==> config.mk <==
export PLATFORM = sky130hd
export DESIGN_NAME = note_sequencer
export DESIGN_NICKNAME = d
export VERILOG_FILES = /design/src/rtl/seq_pkg.sv /design/src/rtl/step_timer.sv /design/src/rtl/note_sequencer.sv
export SDC_FILE = /design/constraint.sdc
export NUM_CORES = 1
export LEC_CHECK = 0
export ABC_AREA = 1
export BUFFER_PORTS_ARGS = -buffer_cell sky130_fd_sc_hd__buf_2
export CORE_ASPECT_RATIO = 2
export CORE_UTILIZATION = 40
export DETAILED_ROUTE_END_ITERATION = 6
export GPL_TIMING_DRIVEN = 0
export HOLD_SLACK_MARGIN = 0.02
export PLACE_DENSITY_LB_ADDON = 0.08
export SLEW_MARGIN = 20
export SYNTH_ARGS = -nofsm -noshare
export SYNTH_HDL_FRONTEND = slang
export SYNTH_SLANG_ARGS = --single-unit
==> constraint.sdc <==
create_clock -name CLOCK_50 -period 1.74 [get_ports CLOCK_50]
set_clock_uncertainty 0.1 [all_clocks]
set_input_delay 0.087 -clock CLOCK_50 [delete_from_list [all_inputs] [get_ports CLOCK_50]]
set_output_delay 0.087 -clock CLOCK_50 [all_outputs]
set_load 0.005 [all_outputs]
==> src/rtl/seq_pkg.sv <==
// Shared types and constants for the step sequencer.
package seq_pkg;

    typedef enum logic [1:0] {
        S_IDLE,
        S_RUN,
        S_STOPPING
    } seq_state_t;

    localparam int NUM_STEPS = 8;
    localparam int STEP_W    = 3;

    localparam logic [STEP_W-1:0] LAST_STEP = STEP_W'(NUM_STEPS - 1);

endpackage

==> src/rtl/step_timer.sv <==
// Tempo divider: one step_tick every CLKS_PER_STEP cycles while enabled.
module step_timer #(
    parameter int CLKS_PER_STEP = 6250000
) (
    input  logic CLOCK_50,
    input  logic reset,
    input  logic en,
    output logic step_tick
);

    localparam int DIV_W = $clog2(CLKS_PER_STEP);
    localparam logic [DIV_W-1:0] DIV_MAX = DIV_W'(CLKS_PER_STEP - 1);

    logic [DIV_W-1:0] r_div;

    assign step_tick = en && (r_div == DIV_MAX);

    always_ff @(posedge CLOCK_50 or negedge reset) begin
        if (!reset) begin
            r_div <= '0;
        end else if (!en || step_tick) begin
            r_div <= '0;
        end else begin
            r_div <= r_div + DIV_W'(1);
        end
    end

endmodule

==> src/rtl/note_sequencer.sv <==
// Plays an 8-step pattern at a fixed tempo; pattern is latched per bar.
module note_sequencer
    import seq_pkg::*;
#(
    parameter int CLKS_PER_STEP = 6250000,
    parameter int GATE_CLKS     = 2500000
) (
    input  logic                 CLOCK_50,
    input  logic                 reset,
    input  logic                 start,
    input  logic                 stop,
    input  logic [NUM_STEPS-1:0] notes,
    output logic [STEP_W-1:0]    step,
    output logic                 trigger,
    output logic                 gate,
    output logic                 bar_start,
    output logic                 playing
);

    localparam int GW = $clog2(GATE_CLKS + 1);
    localparam logic [GW-1:0] GATE_LD = GW'(GATE_CLKS);

    if (CLKS_PER_STEP < 2 || GATE_CLKS < 1 ||
        GATE_CLKS >= CLKS_PER_STEP) begin : g_bad_params
        $error("note_sequencer: illegal CLKS_PER_STEP/GATE_CLKS");
    end

    seq_state_t           r_state;
    seq_state_t           w_state_n;
    logic [STEP_W-1:0]    r_step;
    logic [STEP_W-1:0]    w_step_n;
    logic [STEP_W-1:0]    w_step_inc;
    logic [NUM_STEPS-1:0] r_snap;
    logic [NUM_STEPS-1:0] w_snap_n;
    logic                 r_trig;
    logic                 w_trig_n;
    logic                 r_bar;
    logic                 w_bar_n;
    logic [GW-1:0]        r_gcnt;
    logic [GW-1:0]        w_gcnt_n;
    logic                 w_tick;
    logic                 w_en;
    logic                 w_go;

    assign w_en       = (r_state != S_IDLE);
    assign w_go       = start && !stop;
    assign w_step_inc = r_step + STEP_W'(1);

    step_timer #(
        .CLKS_PER_STEP(CLKS_PER_STEP)
    ) u_timer (
        .CLOCK_50 (CLOCK_50),
        .reset    (reset),
        .en       (w_en),
        .step_tick(w_tick)
    );

    always_ff @(posedge CLOCK_50 or negedge reset) begin
        if (!reset) begin
            r_state <= S_IDLE;
            r_step  <= '0;
            r_snap  <= '0;
            r_trig  <= 1'b0;
            r_bar   <= 1'b0;
            r_gcnt  <= '0;
        end else begin
            r_state <= w_state_n;
            r_step  <= w_step_n;
            r_snap  <= w_snap_n;
            r_trig  <= w_trig_n;
            r_bar   <= w_bar_n;
            r_gcnt  <= w_gcnt_n;
        end
    end

    always_comb begin
        w_state_n = r_state;
        w_step_n  = r_step;
        w_snap_n  = r_snap;
        w_trig_n  = 1'b0;
        w_bar_n   = 1'b0;
        w_gcnt_n  = (r_gcnt != '0) ? r_gcnt - GW'(1) : '0;
        unique case (r_state)
            S_IDLE: begin
                if (w_go) begin
                    w_state_n = S_RUN;
                    w_snap_n  = notes;
                    w_step_n  = '0;
                    w_bar_n   = 1'b1;
                    w_trig_n  = notes[0];
                end
            end
            S_RUN, S_STOPPING: begin
                if (stop) begin
                    w_state_n = S_STOPPING;
                end else if (start) begin
                    w_state_n = S_RUN;
                end
                if (w_tick) begin
                    if (r_step != LAST_STEP) begin
                        w_step_n = w_step_inc;
                        w_trig_n = r_snap[w_step_inc];
                    end else if (r_state == S_STOPPING && !w_go) begin
                        // Bar ends silently: no downbeat when stopping.
                        w_state_n = S_IDLE;
                        w_step_n  = '0;
                        w_gcnt_n  = '0;
                    end else begin
                        w_step_n = '0;
                        w_snap_n = notes;
                        w_bar_n  = 1'b1;
                        w_trig_n = notes[0];
                    end
                end
            end
            default: begin
                w_state_n = S_IDLE;
            end
        endcase
        if (w_trig_n) begin
            w_gcnt_n = GATE_LD;
        end
    end

    assign step      = r_step;
    assign trigger   = r_trig;
    assign bar_start = r_bar;
    assign gate      = (r_gcnt != '0);
    assign playing   = (r_state != S_IDLE);

endmodule
* After elaboration in Yosys (flattened, before gate mapping)
Cells that the tools add are included.
Widths: inputs -> output; s select.
** Word-level totals
- Flip-flop bits (word level) :: 60
- Bits in latches :: 0
- Bits in writable memories :: 0
- Memory bits (read-only) :: 0
- Output and inout bits :: 7
- Logic and storage cells :: 68
- Memories kept :: 0
** Cells by class
- $add $sub $neg :: 3
- Multipliers :: 0
- Div/mod/pow operators :: 0
- Order comparisons :: 1
- Eq/ne operators :: 8
- Shift operators :: 0
- Muxes and demuxes :: 35
- Bitwise operators :: 0
- Reductions and logical operators :: 14
** Operators with widths (count)
- $mux 22 :: 6
- $mux 8 :: 4
- $add 23x1->23 const B :: 1
- $eq 23x23->1 const B :: 1
- $mux 23 :: 1
- $reduce_bool 22->1 :: 1
- $sub 22x1->22 const B :: 1
- $pmux 8 s2 :: 1
- $mux 2 :: 6
- $mux 1 :: 9
- $mux 3 :: 3
- $ne 2x2->1 const B :: 3
- $pmux 3 s2 :: 1
- $reduce_and 5->1 :: 1
- $lt 3x4->1 const B :: 1
- $pmux 1 s2 :: 2
- $pmux 2 s2 :: 1
- $reduce_bool 2->1 :: 2
- $add 3x1->3 const B :: 1
- $bmux 1 s3 :: 1
- $logic_and 1x1->1 :: 3
- $logic_not 1->1 :: 3
- $ne 3x3->1 const B :: 1
- $reduce_and 3->1 :: 1
- 6 further kinds :: 6

* Depth between registers and ports, before layout
Gate-level depths: netlist of run 1.
- Word-level depth :: 9
- Gate-level depth with buffers :: 12
- Gate-level depth less buffers :: 12

* By module
A second synthesis of run 1 with hierarchy kept.
** Unflattened totals
- Cell total of the unflattened synthesis :: 469
- Area total of the unflattened synthesis :: 3539.6 sq um
** Modules (own cells, without submodules)
- note_sequencer :: instances 1, cells each 262, area an instance 2087.0 sq um, sequential area each 925.9 sq um
- step_timer :: instances 1, cells each 207, area an instance 1452.6 sq um, sequential area each 575.6 sq um

* Least setup slack after synthesis of run 1
No wires, ideal clock.
- Path type :: register to register
- From :: register r_step[0] (netlist: step[0])
- To :: register r_gcnt[11]
- Library setup time :: 76 ps
- Arrival time :: 1601 ps
- Slack :: -37 ps
- Stages on the path, launching flop included :: 10
- Path through :: dfrtp_1 -> ha_1 -> ha_1 -> nand3b_1 -> nand3_1 -> nand2_1 -> nand2_2 -> nand2_4 -> buf_12 -> a21oi_2
** Between the ends
- Cells in the longest elaborated chain, start to end :: 7
** Ends and longest elaborated chain
- start: declaration :: line note_sequencer.sv:30 : logic [STEP_W-1:0] r_step;
- start signal: assignment :: line note_sequencer.sv:68 : r_step <= w_step_n;
- $add 3x1->3 :: line note_sequencer.sv:47 : assign w_step_inc = r_step + STEP_W'(1);
- $bmux 1 s3 :: line note_sequencer.sv:102 : w_trig_n = r_snap[w_step_inc];
- $mux 1 (implied by the code) :: line note_sequencer.sv:102
- $mux 1 :: line note_sequencer.sv:100 : if (r_step != LAST_STEP) begin
- $mux 1 :: line note_sequencer.sv:99 : if (w_tick) begin
- $pmux 1 s2 :: line note_sequencer.sv:83 : unique case (r_state)
- $mux 22 (*) :: line note_sequencer.sv:120 : if (w_trig_n) begin
- net w_gcnt_n[11] :: line note_sequencer.sv:40 : logic [GW-1:0] w_gcnt_n;
- end signal: assignment :: line note_sequencer.sv:72 : r_gcnt <= w_gcnt_n;
- end: declaration :: line note_sequencer.sv:39 : logic [GW-1:0] r_gcnt;
Mark *: on every way through the listed nets, which the timed path passes. The rest lies on a longest branch. The select of a mux whose other input is x is not followed.
A chain may end at the register's enable or synchronous reset.

* Worst setup path in the final report of run 1
- From :: register u_timer.r_div[0]
- To :: register r_gcnt[6]
** Between the ends
- Cells in the longest elaborated chain, start to end :: 5
** Ends and longest elaborated chain
- start: declaration :: line step_timer.sv:14 : logic [DIV_W-1:0] r_div;
- start signal: assignment :: line step_timer.sv:24 : r_div <= r_div + DIV_W'(1);
- $eq 23x23->1 (*) :: line step_timer.sv:16 : assign step_tick = en && (r_div == DIV_MAX);
- $logic_and 1x1->1 (*) :: line step_timer.sv:16
- $mux 1 or $mux 22 (tied branches) :: line note_sequencer.sv:99
- $pmux 1 s2 or $mux 22 (tied branches) :: line note_sequencer.sv:83
- $mux 22 (*) :: line note_sequencer.sv:120
- net w_gcnt_n[6] :: line note_sequencer.sv:40
Mark *: on every way through the listed nets, which the timed path passes. The rest lies on a longest branch.

==> metrics.md, run 1 <==
| Metric | Value |
|---|---|
| Status | `finished with violations` |
| Failing checks | `setup timing` |
| Synthesized area | `0.00355 mm^2` |
| Most frequent cell after synthesis | `nand2_1` |
| Max IR drop VDD | `1.02 mV` |
| WL per Instance | `15.0 um` |
| Crit-path most repeated cell | `nand3_4` |
| H-tree depth | `3` |
| Pin count of the biggest net entering global routing | `46` |
| Relative slew slack | `0.722` |
| Critical Path, Cell by Cell | `ha_4 -> nand3_4 -> nor2_4 -> buf_6 -> nand3_4 -> nor2_4 -> nand3_4 -> buf_6 -> nand3_2 -> a21oi_2` |
| Slowest CP cell | `dfrtp_1` |
| Diodes inserted | `0` |
| Die area | `0.00928 mm^2` |
| Post-synthesis async set-or-reset flop share | `1.00` |
| Die span in x | `68.6 um` |
| Vias in the first global route | `3,180` |
| Root buf cell | `clkbuf_16` |
| CP Max Fanout | `6` |
| Layout cells sized above 1 | `0.350` |
| Synthesized net count | `468` |
| Post-synthesis register bit count | `60` |
| Drt pass-1 iters | `4` |
| F_max | `0.541 GHz` |
| Max-slew violations | `0` |
| Critical path arrival | `1.96 ns` |
| Post-Route Utilization | `0.576` |
| Sequential area share after synthesis | `0.423` |
| Yosys top cell by area | `dfrtp_1` |
| Worst setup EP type | `register` |
| Final period util | `1.06` |
| Fin. Hold Viols | `0` |
| R2R Path Start | `u_timer.r_div[0]` |
| IO Count | `19` |
| Syn Area/Cell | `7.91 um^2` |
| CP required | `1.85 ns` |
| Worst Path Class, Setup | `register to register` |
| Buf/Inv on CP | `2` |
| Worst-path clk slew | `0.05 ns` |
| Detailed Route WL | `9680 um` |
| Initial antenna violation count | `0` |
| Starting Density | `0.411` |
| Final cell count without fillers | `643` |
| Leakage power | `2.34 nW` |
| CTS Buffer Depth | `2` |
| CP Launch Type | `register` |
| RSZ-0062 raised after global routing | `true` |
| CP peak stage delay | `0.40 ns` |
| Worst-skew pair later-pin latency | `0.33 ns` |
| DRC | `0` |
| First-pass GRT wire length | `14,700 um` |
| HP Class | `input pin to async pin` |
| Final setup fails | `28` |
| Yosys warnings | `0` |
| Core area | `0.00865 mm^2` |
| Min cycle time layout | `1.85 ns` |
| Via density | `5.07` |
| Number of clock sinks | `60` |
| Area growth syn-to-layout | `40.2%` |
| Antenna-violating nets left | `0` |
| TritonCTS clock tree | `done` |
| MaxCap Viol Count | `0` |
| Syn Inst Count | `449` |
| Share of the synthesized area in the top cell type | `0.423` |
| Vias | `3,263` |
| CP delay by family, top | `simple AND/OR/NAND/NOR gates` |
| Most common library cells after synthesis | `nand2_1, nor2_1, dfrtp_1` |
| Clock buffer count from CTS | `9` |
| Slew @ Worst Pin | `0.417 ns` |
| Num rows | `48` |
| Die Span Y | `135 um` |
| Grt total ovfl | `0` |
| Port buffer count | `18` |
| Final WS setup | `-0.108 ns` |
| Cell variety after synth | `36` |
| GPL Wtd Cong | `0.838` |
| PwrDens | `1320 mW/mm^2` |
| Main synth FF type | `dfrtp_1` |
| Critical Path Start | `u_timer.r_div[0]` |
| Cell total after placement | `568` |
| Final nets | `558` |
| GRT Total Usage | `0.221` |
| DRT iter0 DRCs | `94` |
| R2R Setup Slk | `-0.11 ns` |
| Number of synthesized flops with an enable pin | `0` |
| HPWL Detailed | `6380 um` |
| Synth area leaders | `dfrtp_1, nand2_1, nor2_1` |
[logic make-up after synthesis]
logic type / share of synthesized area
adder cells (fa/ha/maj): 0.0247
AO/OA/AOI/OAI: 0.0870
buffers and inverters: 0.0754
flip-flops: 0.423
XOR/XNOR: 0.0567
AND/OR/NAND/NOR: 0.334
[layout by cell type, fill, tap and decap left out, drive strengths merged, types with 9 or more instances in the layout]
cell	instances
a21oi	27
buf	75
clkbuf	15
dfrtp	60
dlygate4sd3	9
inv	55
nand2	112
nand3	41
nand4	9
nor2	73
nor3	11
o21ai	15
xor2	17
[where the power goes]
group | switching [mW] | internal, mW
Clock | 0.600 | 1.11
Sequential | 0.387 | 1.77
Combinational | 1.51 | 1.20
[worst reg2reg max path, stage by stage, from the launching register on]
cell and delay [ns]:
dfrtp_1 0.40, ha_4 0.17, nand3_4 0.10, nor2_4 0.17, buf_6 0.12, nand3_4 0.09
nor2_4 0.14, nand3_4 0.14, buf_6 0.19, nand3_2 0.07, a21oi_2 0.04
[registers in the layout, summed over array words and instances, names as in the netlist]
signal,cells
u_timer.r_div,23
step,3
trigger,1
bar_start,1
r_snap,8
r_gcnt,22
r_state,2
[layer usage]
metal / routed length (um) / vias to the layer above / GRT usage
li1: - / 1622 / -
met4: 346 / 0 / 0.102
met2: 5890 / 45 / 0.438
met1: 3280 / 1572 / 0.200
met5: 0 / - / 0
met3: 158 / 24 / 0.0354
[final timing paths]
| kind | end | cells past startpoint |
|---|---|---|
| worst max-delay path | r_gcnt[6] | 10 |
| worst min-delay path | r_gcnt[17] | 2 |
| worst max register to register | r_gcnt[6] | 10 |
| worst min register to register | r_snap[3] | 2 |
| max in group asynchronous | step[0] | 3 |
| min in group CLOCK_50 | r_state[0] | 6 |
[per-stage QoR]
stage | setup slack (ns) | power, mW | TNS (ns) | area, um^2 | hold WS, ns
CTS | -0.142 | 6.26 | -1.55 | 4670 | 0.0622
detailed placement | -0.240 | 4.08 | -5.12 | 3800 | -0.113
global placement | -0.237 | 4.05 | -5.38 | 3770 | 0.217
global route | -0.195 | 7.03 | -6.18 | 4980 | 0.113
floorplan | 0.00302 | 3.54 | 0 | 3560 | -0.309
finish | -0.108 | 6.58 | -2.07 | 4980 | 0.0670
[cell type report]
class	count	area, um^2
Tap cell	100	125
Timing Repair Buffer	78	668
Buffer	7	80.1
Fill cell	812	3670
Clock inverter	1	5.00
Sequential cell	60	1500
Clock buffer	14	284
Inverter	55	214
Multi-Input combinational cell	328	2100
[what timing repair did]
action	in CTS	in global routing
hold endpoints to repair	68	0
setup buffers	31	16
pin swaps	18	23
gates resized for setup	41	53
hold buffers	9	0
gates cloned	3	1
setup endpoints to repair	48	51
Power figures use the tool's default switching activity.
==> run 2, diff against run 1 <==
CORE_ASPECT_RATIO = default   (was 2)
==> run 2 against run 1 <==
The flow still finishes with violations (setup timing). Register-to-register slack better by 0.06 ns. Flip-flop and latch count did not move. Global-route usage fell by 2.0 points. Sequential share of layout area grew 0.28 points. Worst hold slack worse by 0.012 ns. First-iteration DRC count fell by 17%. Core utilization is 0.78 points lower. Clock power shrank 28%. Count of clock-buffer cells in the layout is 3 lower. Critical endpoint is now r_gcnt[2].
==> metrics.md, run 2 (synthesized netlist as in run 1, its figures left out) <==
| Metric | Value |
|---|---|
| Status | `finished with violations` |
| Failing checks | `setup timing` |
| Vias in the first global route | `3,018` |
| Sequential Area | `0.00150 mm^2` |
| PwrDens | `1260 mW/mm^2` |
| Area of the multi-input gates | `0.00219 mm^2` |
| Layout cells sized above 1 | `0.380` |
| Design area | `0.00493 mm^2` |
| Area growth syn-to-layout | `38.8%` |
| Worst-path clk slew | `0.08 ns` |
| CP required | `1.86 ns` |
| Max reg flops | `23` |
| Die span in x | `96.2 um` |
| Final setup fails | `26` |
| Commonest non-fill, non-tap cell in the layout | `nand2_1` |
| Min cycle time layout | `1.79 ns` |
| Commonest non-fill, non-tap cells in the layout | `nand2_1, dfrtp_1, nor2_1` |
| Clock buffer count from CTS | `9` |
| Post-Route Utilization | `0.568` |
| DRC | `0` |
| RSZ-0062 raised after global routing | `true` |
| Slowest CP cell | `dfrtp_1` |
| Final period util | `1.03` |
| Most flops, register | `u_timer.r_div` |
| CTS Buffer Depth | `2` |
| Starting Density | `0.409` |
| WHS | `0.0547 ns` |
| Worst setup EP type | `register` |
| Sw Share | `0.404` |
| Vias | `3,178` |
| Final WS setup | `-0.0495 ns` |
| Worst-skew pair later-pin latency | `0.34 ns` |
| Cell Int Power | `3.69 mW` |
| HP Class | `input pin to async pin` |
| Num rows | `34` |
| F_max | `0.559 GHz` |
| MaxCap Viol Count | `0` |
| WL per Instance | `13.7 um` |
| First-pass GRT wire length | `14,100 um` |
| Critical Path, Cell by Cell | `inv_1 -> ha_2 -> inv_2 -> nand4_4 -> nor2_4 -> nand2_2 -> nand2_4 -> buf_6 -> buf_6 -> a21oi_2` |
| Die Span Y | `96.2 um` |
| Grt total ovfl | `0` |
| Leakage power | `2.29 nW` |
| Diodes inserted | `0` |
| Max-slew violations | `0` |
| Crit-path most repeated cell | `buf_6` |
| GPL Wtd Cong | `0.842` |
| Drt pass-1 iters | `4` |
| Relative slew slack | `0.749` |
| IO Count | `19` |
| Antenna-violating nets left | `0` |
| Final nets | `553` |
| Sequential Power Share | `0.343` |
| CP Max Fanout | `6` |
| Slew @ Worst Pin | `0.376 ns` |
| Root buf cell | `clkbuf_8` |
| DRT iter0 DRCs | `78` |
| Max IR drop VDD | `0.667 mV` |
| CP peak stage delay | `0.37 ns` |
| Worst Path Class, Setup | `register to register` |
| GRT Total Usage | `0.201` |
| CP Launch Type | `register` |
| Clock power share | `0.199` |
| Core area | `0.00868 mm^2` |
| Logic pwr share | `0.458` |
| H-tree depth | `3` |
| Die area | `0.00926 mm^2` |
| Fin. Hold Viols | `0` |
| Detailed Route WL | `8860 um` |
| TritonCTS clock tree | `done` |
| Pin count of the biggest net entering global routing | `45` |
| Initial antenna violation count | `0` |
| Cell Area, Placed | `0.00381 mm^2` |
| Setup WS pre-CTS | `-0.178 ns` |
| Via density | `4.91` |
| Number of clock sinks | `60` |
| HPWL Detailed | `5460 um` |
| Fillers | `817` |
| Port buffer count | `18` |
| Critical path arrival | `1.91 ns` |
| Largest regs | `u_timer.r_div: 23 flops, r_gcnt: 22 flops, r_snap: 8 flops` |
| NetSw | `2.50 mW` |
## run 2: metal layers
metal	wire, um	vias up	track usage
li1	-	1600	-
met1	3940	1512	0.250
met2	4550	52	0.349
met3	226	14	0.0300
met4	151	0	0.0796
met5	0	-	0
## run 2: final cells by class
class,count,share of cell area
multi-input combinational,327,0.445
sequential,60,0.305
buffer,6,0.0137
clock buffer,11,0.0266
timing repair buffer,75,0.128
tap,108,0.0274
clock inverter,5,0.0107
inverter,55,0.0439
## run 2: final timing paths
kind | start | endpoint | slack (ns) | cells after the start
worst max-delay path | r_state[0] | r_gcnt[2] | -0.05 | 10
worst max register to register | r_state[0] | r_gcnt[2] | -0.05 | 10
worst min-delay path | reset | trigger | 0.05 | 2
worst min register to register | r_snap[0] | r_snap[0] | 0.38 | 2
min in group CLOCK_50 | stop | r_state[1] | 0.06 | 3
max in group asynchronous | reset | step[0] | 0.96 | 3
## run 2: metrics by stage
| stage | TNS [ns] | power (mW) | instances |
|---|---|---|---|
| after detailed placement | -4.23 | 4.05 | 576 |
| final | -0.600 | 6.19 | 647 |
| after CTS | -0.723 | 5.83 | 632 |
| after floorplan | 0 | 3.54 | 449 |
| after global placement | -4.12 | 4.01 | 575 |
| after global routing | -5.03 | 6.64 | 647 |
## run 2: repair_timing
action,CTS,global route
hold buffers,9,0
cloned,2,1
hold endpoints to repair,68,0
resized for setup,64,69
setup buffers,30,17
pin swaps,26,27
setup endpoints to repair,48,54
## run 2: critical path, delay by kind of cell (launching register included)
family          cells  cell delay [ns]
compound gates      1             0.04
fa+ha+maj           1             0.21
buf+inv             4             0.47
flops               1             0.37
simple gates        4             0.49
## run 2: power groups by stage
| stage | sequential [mW] | clock (mW) | combinational [mW] |
|---|---|---|---|
| after floorplan | 2.03 | 0 | 1.51 |
| final | 2.12 | 1.23 | 2.84 |
| after global placement | 2.10 | 0 | 1.91 |
| after global routing | 2.17 | 1.31 | 3.17 |
| after detailed placement | 2.10 | 0 | 1.95 |
| after CTS | 2.09 | 1.26 | 2.47 |
